--- src/rtl/mem_port_arbiter_pkg.sv ---
// Shared definitions for the unified memory-port arbiter.
//   - arb_state_e : controller state encoding (IDLE = 1'b0, BUSY = 1'b1)
//   - SIZE_*      : access-size codes carried on req_size / mem_size
package mem_port_arbiter_pkg;

    typedef enum logic {
        IDLE = 1'b0,
        BUSY = 1'b1
    } arb_state_e;

    localparam logic [1:0] SIZE_BYTE = 2'b00;
    localparam logic [1:0] SIZE_HALF = 2'b01;
    localparam logic [1:0] SIZE_WORD = 2'b10;

endpackage

--- src/rtl/arb_pick.sv ---
// Combinational winner selection for the memory-port arbiter.
// The search starts at port 'ptr' and wraps; the first requesting port that is
// not excluded wins. With ptr tied to zero this is plain lowest-index priority.
// Ports:
//   req     in   NUM_PORTS  request vector
//   exclude in   NUM_PORTS  ports that may not win this cycle
//   ptr     in   IDX_W      port with highest priority
//   grant   out  NUM_PORTS  one-hot winner (all zero when nobody eligible)
//   idx     out  IDX_W      binary index of the winner
//   valid   out  1          some port won
module arb_pick #(
    parameter int unsigned NUM_PORTS = 2,
    parameter int unsigned IDX_W     = $clog2(NUM_PORTS)
) (
    input  logic [NUM_PORTS-1:0] req,
    input  logic [NUM_PORTS-1:0] exclude,
    input  logic [IDX_W-1:0]     ptr,
    output logic [NUM_PORTS-1:0] grant,
    output logic [IDX_W-1:0]     idx,
    output logic                 valid
);

    logic [NUM_PORTS-1:0] avail;

    assign avail = req & ~exclude;
    assign valid = |avail;

    // Walk from the lowest to the highest priority slot backwards so the last
    // assignment is the highest-priority eligible port; no "found" flag needed.
    always_comb begin
        int pos;
        grant = '0;
        idx   = '0;
        pos   = 0;
        for (int k = int'(NUM_PORTS) - 1; k >= 0; k--) begin
            pos = (int'(ptr) + k) % int'(NUM_PORTS);
            if (avail[pos]) begin
                grant      = '0;
                grant[pos] = 1'b1;
                idx        = IDX_W'(pos);
            end
        end
    end

endmodule

--- src/rtl/mem_port_arbiter.sv ---
// Arbiter granting NUM_PORTS pipeline requestors the single unified memory port
// (default: port 0 = memory stage, port 1 = fetch). The grant is held for the
// whole multi-cycle access; each access takes at least two cycles and is
// followed by one idle bubble.
//
// Build option ARB_ROUND_ROBIN_EN: when defined, a rotating priority pointer
// (last winner + 1) is kept; otherwise fixed priority, lowest index wins.
//
// Ports:
//   clk, rst     clock, asynchronous active-high reset
//   req_re/we    per-port read/write request (write wins if both set)
//   req_addr     flattened addresses, port i at [i*ADDR_W +: ADDR_W]
//   req_size     flattened sizes, port i at [i*2 +: 2]
//   flush        taken branch/jump this cycle
//   mem_ready    memory finishes the current access this cycle
//   mem_addr/re/we/size/port  registered command to memory, owner index
//   ack          one-cycle completion pulse to the owner
//   stall        port must hold its request and stall
//   stall_flush  flush must be held off (non-flushable access in flight)
//   busy         access in flight
module mem_port_arbiter
    import mem_port_arbiter_pkg::*;
#(
    parameter int unsigned          ADDR_W     = 32,
    parameter int unsigned          NUM_PORTS  = 2,
    parameter logic [NUM_PORTS-1:0] FLUSH_MASK = 2'b10
) (
    input  logic                          clk,
    input  logic                          rst,
    input  logic [NUM_PORTS-1:0]          req_re,
    input  logic [NUM_PORTS-1:0]          req_we,
    input  logic [NUM_PORTS*ADDR_W-1:0]   req_addr,
    input  logic [NUM_PORTS*2-1:0]        req_size,
    input  logic                          flush,
    input  logic                          mem_ready,
    output logic [ADDR_W-1:0]             mem_addr,
    output logic                          mem_re,
    output logic                          mem_we,
    output logic [1:0]                    mem_size,
    output logic [$clog2(NUM_PORTS)-1:0]  mem_port,
    output logic [NUM_PORTS-1:0]          ack,
    output logic [NUM_PORTS-1:0]          stall,
    output logic                          stall_flush,
    output logic                          busy
);

    localparam int unsigned IDX_W = $clog2(NUM_PORTS);

    arb_state_e           state_q, state_d;
    logic [NUM_PORTS-1:0] grant_q, grant_d;
    logic                 cancelled_q, cancelled_d;
    logic [ADDR_W-1:0]    mem_addr_q, mem_addr_d;
    logic                 mem_re_q, mem_re_d;
    logic                 mem_we_q, mem_we_d;
    logic [1:0]           mem_size_q, mem_size_d;
    logic [IDX_W-1:0]     mem_port_q, mem_port_d;

    logic [NUM_PORTS-1:0] req;
    logic [NUM_PORTS-1:0] exclude;
    logic [NUM_PORTS-1:0] pick_grant;
    logic [IDX_W-1:0]     pick_idx;
    logic                 pick_valid;
    logic                 owner_flushable;
    logic                 flush_owner;
    logic [ADDR_W-1:0]    win_addr;
    logic [1:0]           win_size;
    logic                 win_re;
    logic                 win_we;

    assign req             = req_re | req_we;
    assign owner_flushable = |(grant_q & FLUSH_MASK);
    // A flush kills the owner's result only if the owner is a flushable port.
    assign flush_owner     = flush & owner_flushable;

    // Flushable ports are not allowed to start an access during a flush.
    assign exclude = flush ? FLUSH_MASK : '0;

    // Fields of the selected requestor; write wins over read.
    assign win_addr = req_addr[int'(pick_idx)*int'(ADDR_W) +: ADDR_W];
    assign win_size = req_size[int'(pick_idx)*2 +: 2];
    assign win_we   = req_we[pick_idx];
    assign win_re   = req_re[pick_idx] & ~req_we[pick_idx];

`ifdef ARB_ROUND_ROBIN_EN
    logic [IDX_W-1:0] ptr_q, ptr_d;

    always_comb begin
        ptr_d = ptr_q;
        if (state_q == IDLE && pick_valid) begin
            if (pick_idx == IDX_W'(NUM_PORTS - 1)) begin
                ptr_d = '0;
            end else begin
                ptr_d = pick_idx + 1'b1;
            end
        end
    end

    always_ff @(posedge clk or posedge rst) begin
        if (rst) begin
            ptr_q <= '0;
        end else begin
            ptr_q <= ptr_d;
        end
    end
`else
    // Fixed priority: the search always starts at port 0.
    logic [IDX_W-1:0] ptr_q;
    assign ptr_q = '0;
`endif

    arb_pick #(
        .NUM_PORTS (NUM_PORTS),
        .IDX_W     (IDX_W)
    ) u_pick (
        .req     (req),
        .exclude (exclude),
        .ptr     (ptr_q),
        .grant   (pick_grant),
        .idx     (pick_idx),
        .valid   (pick_valid)
    );

    // Next-state and acknowledge logic.
    always_comb begin
        state_d     = state_q;
        grant_d     = grant_q;
        cancelled_d = cancelled_q;
        mem_addr_d  = mem_addr_q;
        mem_re_d    = mem_re_q;
        mem_we_d    = mem_we_q;
        mem_size_d  = mem_size_q;
        mem_port_d  = mem_port_q;
        ack         = '0;

        unique case (state_q)
            IDLE: begin
                // mem_ready is meaningless here and ignored.
                if (pick_valid) begin
                    state_d     = BUSY;
                    grant_d     = pick_grant;
                    cancelled_d = 1'b0;
                    mem_addr_d  = win_addr;
                    mem_re_d    = win_re;
                    mem_we_d    = win_we;
                    mem_size_d  = win_size;
                    mem_port_d  = pick_idx;
                end
            end
            BUSY: begin
                // The access always runs to completion; a flush only drops its result.
                if (flush_owner) begin
                    cancelled_d = 1'b1;
                end
                if (mem_ready) begin
                    if (!cancelled_q && !flush_owner) begin
                        ack = grant_q;
                    end
                    state_d     = IDLE;
                    grant_d     = '0;
                    cancelled_d = 1'b0;
                    mem_re_d    = 1'b0;
                    mem_we_d    = 1'b0;
                end
            end
            default: begin
                state_d = IDLE;
            end
        endcase
    end

    always_ff @(posedge clk or posedge rst) begin
        if (rst) begin
            state_q     <= IDLE;
            grant_q     <= '0;
            cancelled_q <= 1'b0;
            mem_addr_q  <= '0;
            mem_re_q    <= 1'b0;
            mem_we_q    <= 1'b0;
            mem_size_q  <= '0;
            mem_port_q  <= '0;
        end else begin
            state_q     <= state_d;
            grant_q     <= grant_d;
            cancelled_q <= cancelled_d;
            mem_addr_q  <= mem_addr_d;
            mem_re_q    <= mem_re_d;
            mem_we_q    <= mem_we_d;
            mem_size_q  <= mem_size_d;
            mem_port_q  <= mem_port_d;
        end
    end

    assign mem_addr    = mem_addr_q;
    assign mem_re      = mem_re_q;
    assign mem_we      = mem_we_q;
    assign mem_size    = mem_size_q;
    assign mem_port    = mem_port_q;
    assign busy        = (state_q == BUSY);
    assign stall       = req & ~ack;
    assign stall_flush = flush & busy & ~owner_flushable;

endmodule

--- config.mk ---
export PLATFORM = sky130hd
export DESIGN_NAME = mem_port_arbiter
export DESIGN_NICKNAME = d
export VERILOG_FILES = /design/src/rtl/mem_port_arbiter_pkg.sv /design/src/rtl/arb_pick.sv /design/src/rtl/mem_port_arbiter.sv
export SDC_FILE = /design/constraint.sdc
export NUM_CORES = 1
export LEC_CHECK = 0
export CAP_MARGIN = 0
export CELL_PAD_IN_SITES_DETAIL_PLACEMENT = 0
export CELL_PAD_IN_SITES_GLOBAL_PLACEMENT = 1
export CORE_ASPECT_RATIO = 1.2
export CORE_MARGIN = 1
export CORE_UTILIZATION = 27
export CTS_CLUSTER_DIAMETER = 100
export DETAILED_ROUTE_END_ITERATION = 10
export GPL_ROUTABILITY_DRIVEN = 0
export GPL_TIMING_DRIVEN = 0
export PLACE_DENSITY = 0.8
export SYNTH_ARGS = -nofsm -noshare
export SYNTH_HDL_FRONTEND = slang
export SYNTH_HIERARCHICAL = 1
export SYNTH_SLANG_ARGS = --single-unit
--- constraint.sdc ---
create_clock -name clk -period 1.3 [get_ports clk]
set_input_delay 0.195 -clock clk [delete_from_list [all_inputs] [get_ports clk]]
set_output_delay 0.195 -clock clk [all_outputs]
set_load 0.1 [all_outputs]
After elaboration in Yosys (flattened, before gate mapping)
Index checks and enable logic that the tools add are counted.
{ "classes": {"bitwise": 12, "reduce_logical": 7, "shift": 2, "n_lt_le_gt_ge": 1, "mux": 27, "eq_ne": 3} }
{ "op_table": {"columns": ["cell", "n"], "rows": [
  ["indexed part select 64 x 7 -> 32 bit", 1],
  ["two-way mux 2 bit", 8],
  ["two-way mux 1 bit", 14],
  ["one-hot mux 1 bit (2 select lines)", 4],
  ["AND reduction 2 bit", 3],
  ["AND 1 bit", 4],
  ["AND 2 bit", 2],
  ["inequality test 2 bit, second input constant", 2],
  ["inverter 2 bit", 2],
  ["one-hot mux 2 bit (2 select lines)", 1],
  ["indexed part select 4 x 3 -> 2 bit", 1],
  ["inequality test 3 x 2 -> 1 bit, second input constant", 1],
  ["inverter 1 bit", 3],
  ["zero test 1 bit", 2],
  ["< comparator 1 x 2 -> 1 bit, second input constant", 1],
  ["bitwise OR 2 bit", 1],
  ["OR reduction 2 bit", 1],
  ["logical AND 1 bit", 1]
]} }
{ "totals": {"input_bits": 76, "regBits": 41, "out_inout_bits": 43} }

Depth between registers and ports, before layout
{ "depth": {"word_depth": 11, "depth_mapped": 9} }

By module
Netlist, hierarchy kept.
{ "modules_own_cells": {"columns": ["mod", "area_per_inst_um2", "cells_per_inst", "instances"], "rows": [
  ["mem_port_arbiter", 1961.9, 190, 1],
  ["arb_pick", 48.8, 7, 1]
]} }

Worst setup path after synthesis
OpenSTA, ideal clock, no wires.
{ "synth_path": {"kind": "register -> output", "startpoint": "register state_q (netlist: busy)", "endpoint": "output stall[1]", "path_slack_ns": -3.073, "path_stages_with_launch": 4, "arrival_ns": 4.178, "n_path_buf": 0, "path_cell_list": "dfrtp_1 > nand2_1 > nor4b_2 > nor2_1"} }
{ "synth_between": {"elab_chain_len": 3} }
{ "synth_rtl": {"columns": ["element", "line_no", "source"], "rows": [
  ["start, declared", "mem_port_arbiter.sv:49", "arb_state_e state_q, state_d;"],
  ["start signal, assigned", "mem_port_arbiter.sv:182", "state_q <= state_d;"],
  ["two-way mux 2 bit", "mem_port_arbiter.sv:135", "unique case (state_q)"],
  ["named net ack[1]", "mem_port_arbiter.sv:41", "output logic [NUM_PORTS-1:0] ack,"],
  ["inverter 2 bit", "mem_port_arbiter.sv:199", "assign stall = req & ~ack;"],
  ["AND 2 bit", "mem_port_arbiter.sv:199", null],
  ["end, declared", "mem_port_arbiter.sv:42", "output logic [NUM_PORTS-1:0] stall,"]
]} }
The timed path passes the listed nets, and every way through them passes these cells.

Final worst setup path
{ "layout_path": {"startpoint": "register state_q (netlist: busy)", "endpoint": "output ack[1]"} }
{ "layout_between": {"elab_chain_len": 1} }
{ "layout_rtl": {"columns": ["element", "line_no"], "rows": [
  ["two-way mux 2 bit", "mem_port_arbiter.sv:135"],
  ["end, declared", "mem_port_arbiter.sv:41"]
]} }
No other way between the ends.

==> summary by stage <==
Worst setup path
The worst setup path is launched from a flip-flop. The startpoint of the worst register-to-register path is busy$_DFF_PP0_. The endpoint arrival time on the critical path is 1.41 ns. At the worst endpoint, the required time is 1.11 ns. Walking the worst path, the cells encountered are nand2_4 -> nor4b_4 -> buf_6. The biggest fanout along the worst timing path is 4. The critical path is of the flip-flop to output port type.

The endpoint identified for the worst register-to-register timing path is mem_addr[27]$_DFFE_PP0P_. Setup slack on the worst reg-to-reg path comes out at -0.26 ns. The biggest cell delay along the critical path is between 0.4 and 0.5 ns. The element type at the critical path end is an output port. The worst register-to-register path has a depth of 7. For this design, the slowest cell found on the critical path is dfrtp_4.

Layout
Fill cells in the final layout number approximately 710. The post-layout utilization of the core is between 50% and 60%. The final layout net count is 425. Relative to the synthesized area, the layout overhead comes to 92.47%.

Of the cells placed in the final design, the portion with a size suffix greater than 1 is between 30% and 40%. 0 antenna diodes ended up in the layout. The number of standard cells in the layout, taps in and fillers out is 440.

Die
The initial utilization of the core area, before any placement, comes to between 20% and 30%. The floorplan step defined a die boundary enclosing 7797 um^2. After floorplanning, the core was divided into 34 placement rows. The core area is approximately 7200 um^2. Measured along the y axis, the die boundary spans 96.53 um.

The number of top-level pins is roughly 120. The die boundary width is 80.78 um.

STA
Derived from the worst setup path, the maximum achievable clock frequency is between 0.6 and 0.7 GHz. Setup repair after global routing could not meet its margin everywhere. The portion of the clock cycle consumed by the worst path in the final layout is 123.5%. Final hold analysis gives a worst-case slack of between 0.2 and 0.25 ns. Between clock sinks in the finished design, the worst skew comes to roughly 0.0045 ns. The routed design could run at a clock period as short as roughly 1.6 ns. The count of final max-slew check failures was 0. The final setup violation count is between 40 and 50. The setup slack after layout is -0.3050 ns. The transition time at the pin with the least slew margin is approximately 0.7 ns. The worst pin sits at a relative slew slack of between 50% and 60%.

The hold violation count in the final report was 0. Setup total negative slack on the finished layout was measured at -9.459 ns.

Drt
The met2 wirelength from detailed routing is about 3.2 mm. The mean routed wirelength per cell is roughly 14 um. The total met3 wirelength after detailed routing is between 300 and 400 um. The number of optimization iterations in the first detailed-route pass is 4. The count of nets left with antenna violations once routing finished came out at 0. The top routing layer in use is met4. The DRC marker count from the first detailed-route iteration is 47. Summing over every cut layer, the via total after detailed routing is about 2000. The per-cell via count in the routed design is about 4.5. Wires add up to between 5 and 6 mm. The post-route DRC violation count is 0.

The met1 routed wirelength after detailed routing is approximately 2.4 mm.

CTS
The CTS tree is built. The root buffer cell is clkbuf_8. The CTS H-tree depth is 2. The sink count of the clock tree is 41.

The later pin in the worst-skew pair is clocked with a latency of ~0.29 ns. The clock transition at the registers of the reported paths is 0.08 ns. The deepest clock path buffer count is 2.

The number of clock buffers added by TritonCTS is 5. For this design, the CTS-stage hold fixing added 0 buffers.

Power
Summed over all cells, the static leakage comes to between 1.5 and 2 nW. The power density over cell area is between 2000 and 2500 nW/um^2. The worst ir drop on vdd is between 1 and 1.5 mV.

Synth
After synthesis, flip-flops and latches occupy 51.03% of the total area. The count of synthesis-stage warnings from yosys is 6. Synthesis handed over a netlist of 197 instances. Counting flops and latches in the post-synthesis netlist gives 41.

Of the post-synthesis cell area, the dominant cell type holds around half. The dominant cell type by area after synthesis is dfrtp_1. The distinct cell type count of the synthesized netlist is 24. In this run the mean area of a mapped cell was 10.21 um^2. Summing every instance area after synthesis gives between 2000 and 2500 um^2. The predominant post-synthesis flop cell is dfrtp_1. The number of synthesized flops with an enable pin is 0.

Yosys attributes the largest share of cell area to dfrtp_1 51%, mux2i_1 18%, nand2_1 7.1%, o21ai_1 5.0%, o21ai_0 4.7%. Counting flops with an async set or reset pin after synthesis yields a share of 100.0%.

Global routing
The total track usage is between 15 and 20%. The first-pass GRT wire length is 9.673 mm. Entering global routing, the biggest net connects 42 pins.

The aggregate global routing overflow is 0. The number of global-route vias before repair was 1953. The initial antenna violation count is 0.

Flow run
The number of max-cap violations is 0.

Min path
The class of the tightest hold or removal check is input pin to flip-flop. The startpoint identified for the worst hold timing path is req_re[0]. The worst hold path depth is 3.

The worst hold endpoint is mem_re$_DFFE_PP0P_.

Placement
Including well taps, the total number of placed cells is ~410. The detailed-placement wirelength estimate is between 4 and 5 mm. The count of port buffers added during placement is ~120.

Outcome
The final reports fail on setup timing. The flow ran to the end, but the final reports show violations.
[power breakdown]
part / switching [mW] / leakage [nW] / internal [mW]
clock network: 0.439 / 0.0439 / 0.371
registers: 0.233 / 0.507 / 1.69
logic: 3.90 / 1.24 / 1.43
total: 4.57 / 1.79 / 3.48
[synth_stat cells (2+ instances only)]
cell,n
dfrtp_1,41
nand3_1,4
nand2_1,38
buf_2,2
buf_6,6
mux2i_1,36
buf_4,2
o21ai_1,20
inv_1,7
clkbuf_2,3
nor2_1,6
nand2b_1,2
o21ai_0,19
[registers in the layout, indices dropped and copies added, names as in the netlist]
signal	count
grant_q	2
mem_we	1
busy	1
cancelled_q	1
mem_re	1
mem_port	1
mem_size	2
mem_addr	32
[metal layers]
layer  vias to the layer above  global-route usage, %
li1                        973                      -
met1                       918                  20.00
met2                        65                  29.03
met3                         6                  3.850
met4                         0                  4.167
met5                         -                      0
[final cells by class]
| type | count | area, um^2 | area share, % |
|---|---|---|---|
| inverters | 7 | 27.53 | 0.7113 |
| flip-flops and latches | 41 | 1031 | 26.64 |
| clock buffers | 5 | 68.82 | 1.778 |
| plain buffers | 10 | 146.4 | 3.783 |
| multi-input cells | 138 | 1005 | 25.96 |
| repair buffers | 146 | 1461 | 37.76 |
| clock inverters | 3 | 17.52 | 0.4526 |
| well taps | 90 | 112.6 | 2.910 |
[through the flow]
stage	power (mW)	cell area, um^2	worst slack (ns)
2_1_floorplan	5.626	2090	-1.182
3_3_place_gp	6.906	3383	-1.255
3_5_place_dp	6.949	3383	-1.260
4_1_cts	7.903	3740	-0.3238
5_1_grt	8.397	3870	-0.3471
6_report	8.054	3870	-0.3050
[cells in the final DEF, fill, tap and decap left out, types with 8 or more instances in the layout]
cell type        instances
clkdlybuf4s50_1         69
dfrtp_1                 39
clkbuf_4                24
mux2i_1                 33
o21ai_1                 28
o21ai_2                 11
nand2_1                 30
buf_6                    8
buf_2                   15
buf_4                   16
[how the worst max path moves through the flow]
| stage | start | end | cells past startpoint |
|---|---|---|---|
| 2_1_floorplan | busy$_DFF_PP0_ | stall[1] | 3 |
| 5_1_grt | busy$_DFF_PP0_ | ack[1] | 3 |
| 3_5_place_dp | mem_ready | ack[0] | 5 |
| 3_3_place_gp | flush | stall[0] | 4 |
| 4_1_cts | busy$_DFF_PP0_ | ack[1] | 3 |
| 6_report | busy$_DFF_PP0_ | ack[1] | 3 |
[critical path: cells and delay by family (launching register included)]
kind / cells / cell delay [ns]
buffers and inverters: 1 / 0.28
AND/OR/NAND/NOR: 2 / 0.42
flip-flops: 1 / 0.43
[cells by family (layout without fill, tap and decap cells)]
logic type	after synthesis	after routing	share of synthesized area (%)
AND/OR/NAND/NOR	54	54	12.26
buffers and inverters	20	171	6.658
multiplexers	37	37	18.48
AO/OA/AOI/OAI	44	44	11.39
other	1	3	0.1865
flip-flops	41	41	51.03
[what timing repair did]
| action | CTS | global route |
|---|---|---|
| gates cloned | 6 | 0 |
| endpoints found under the setup margin | 84 | 70 |
| pin swaps | 8 | 5 |
| gates resized for setup | 291 | 44 |
| endpoints found under the hold margin | 0 | 0 |
| buffers inserted | 15 | 8 |
(Power assumes the default switching activity.)
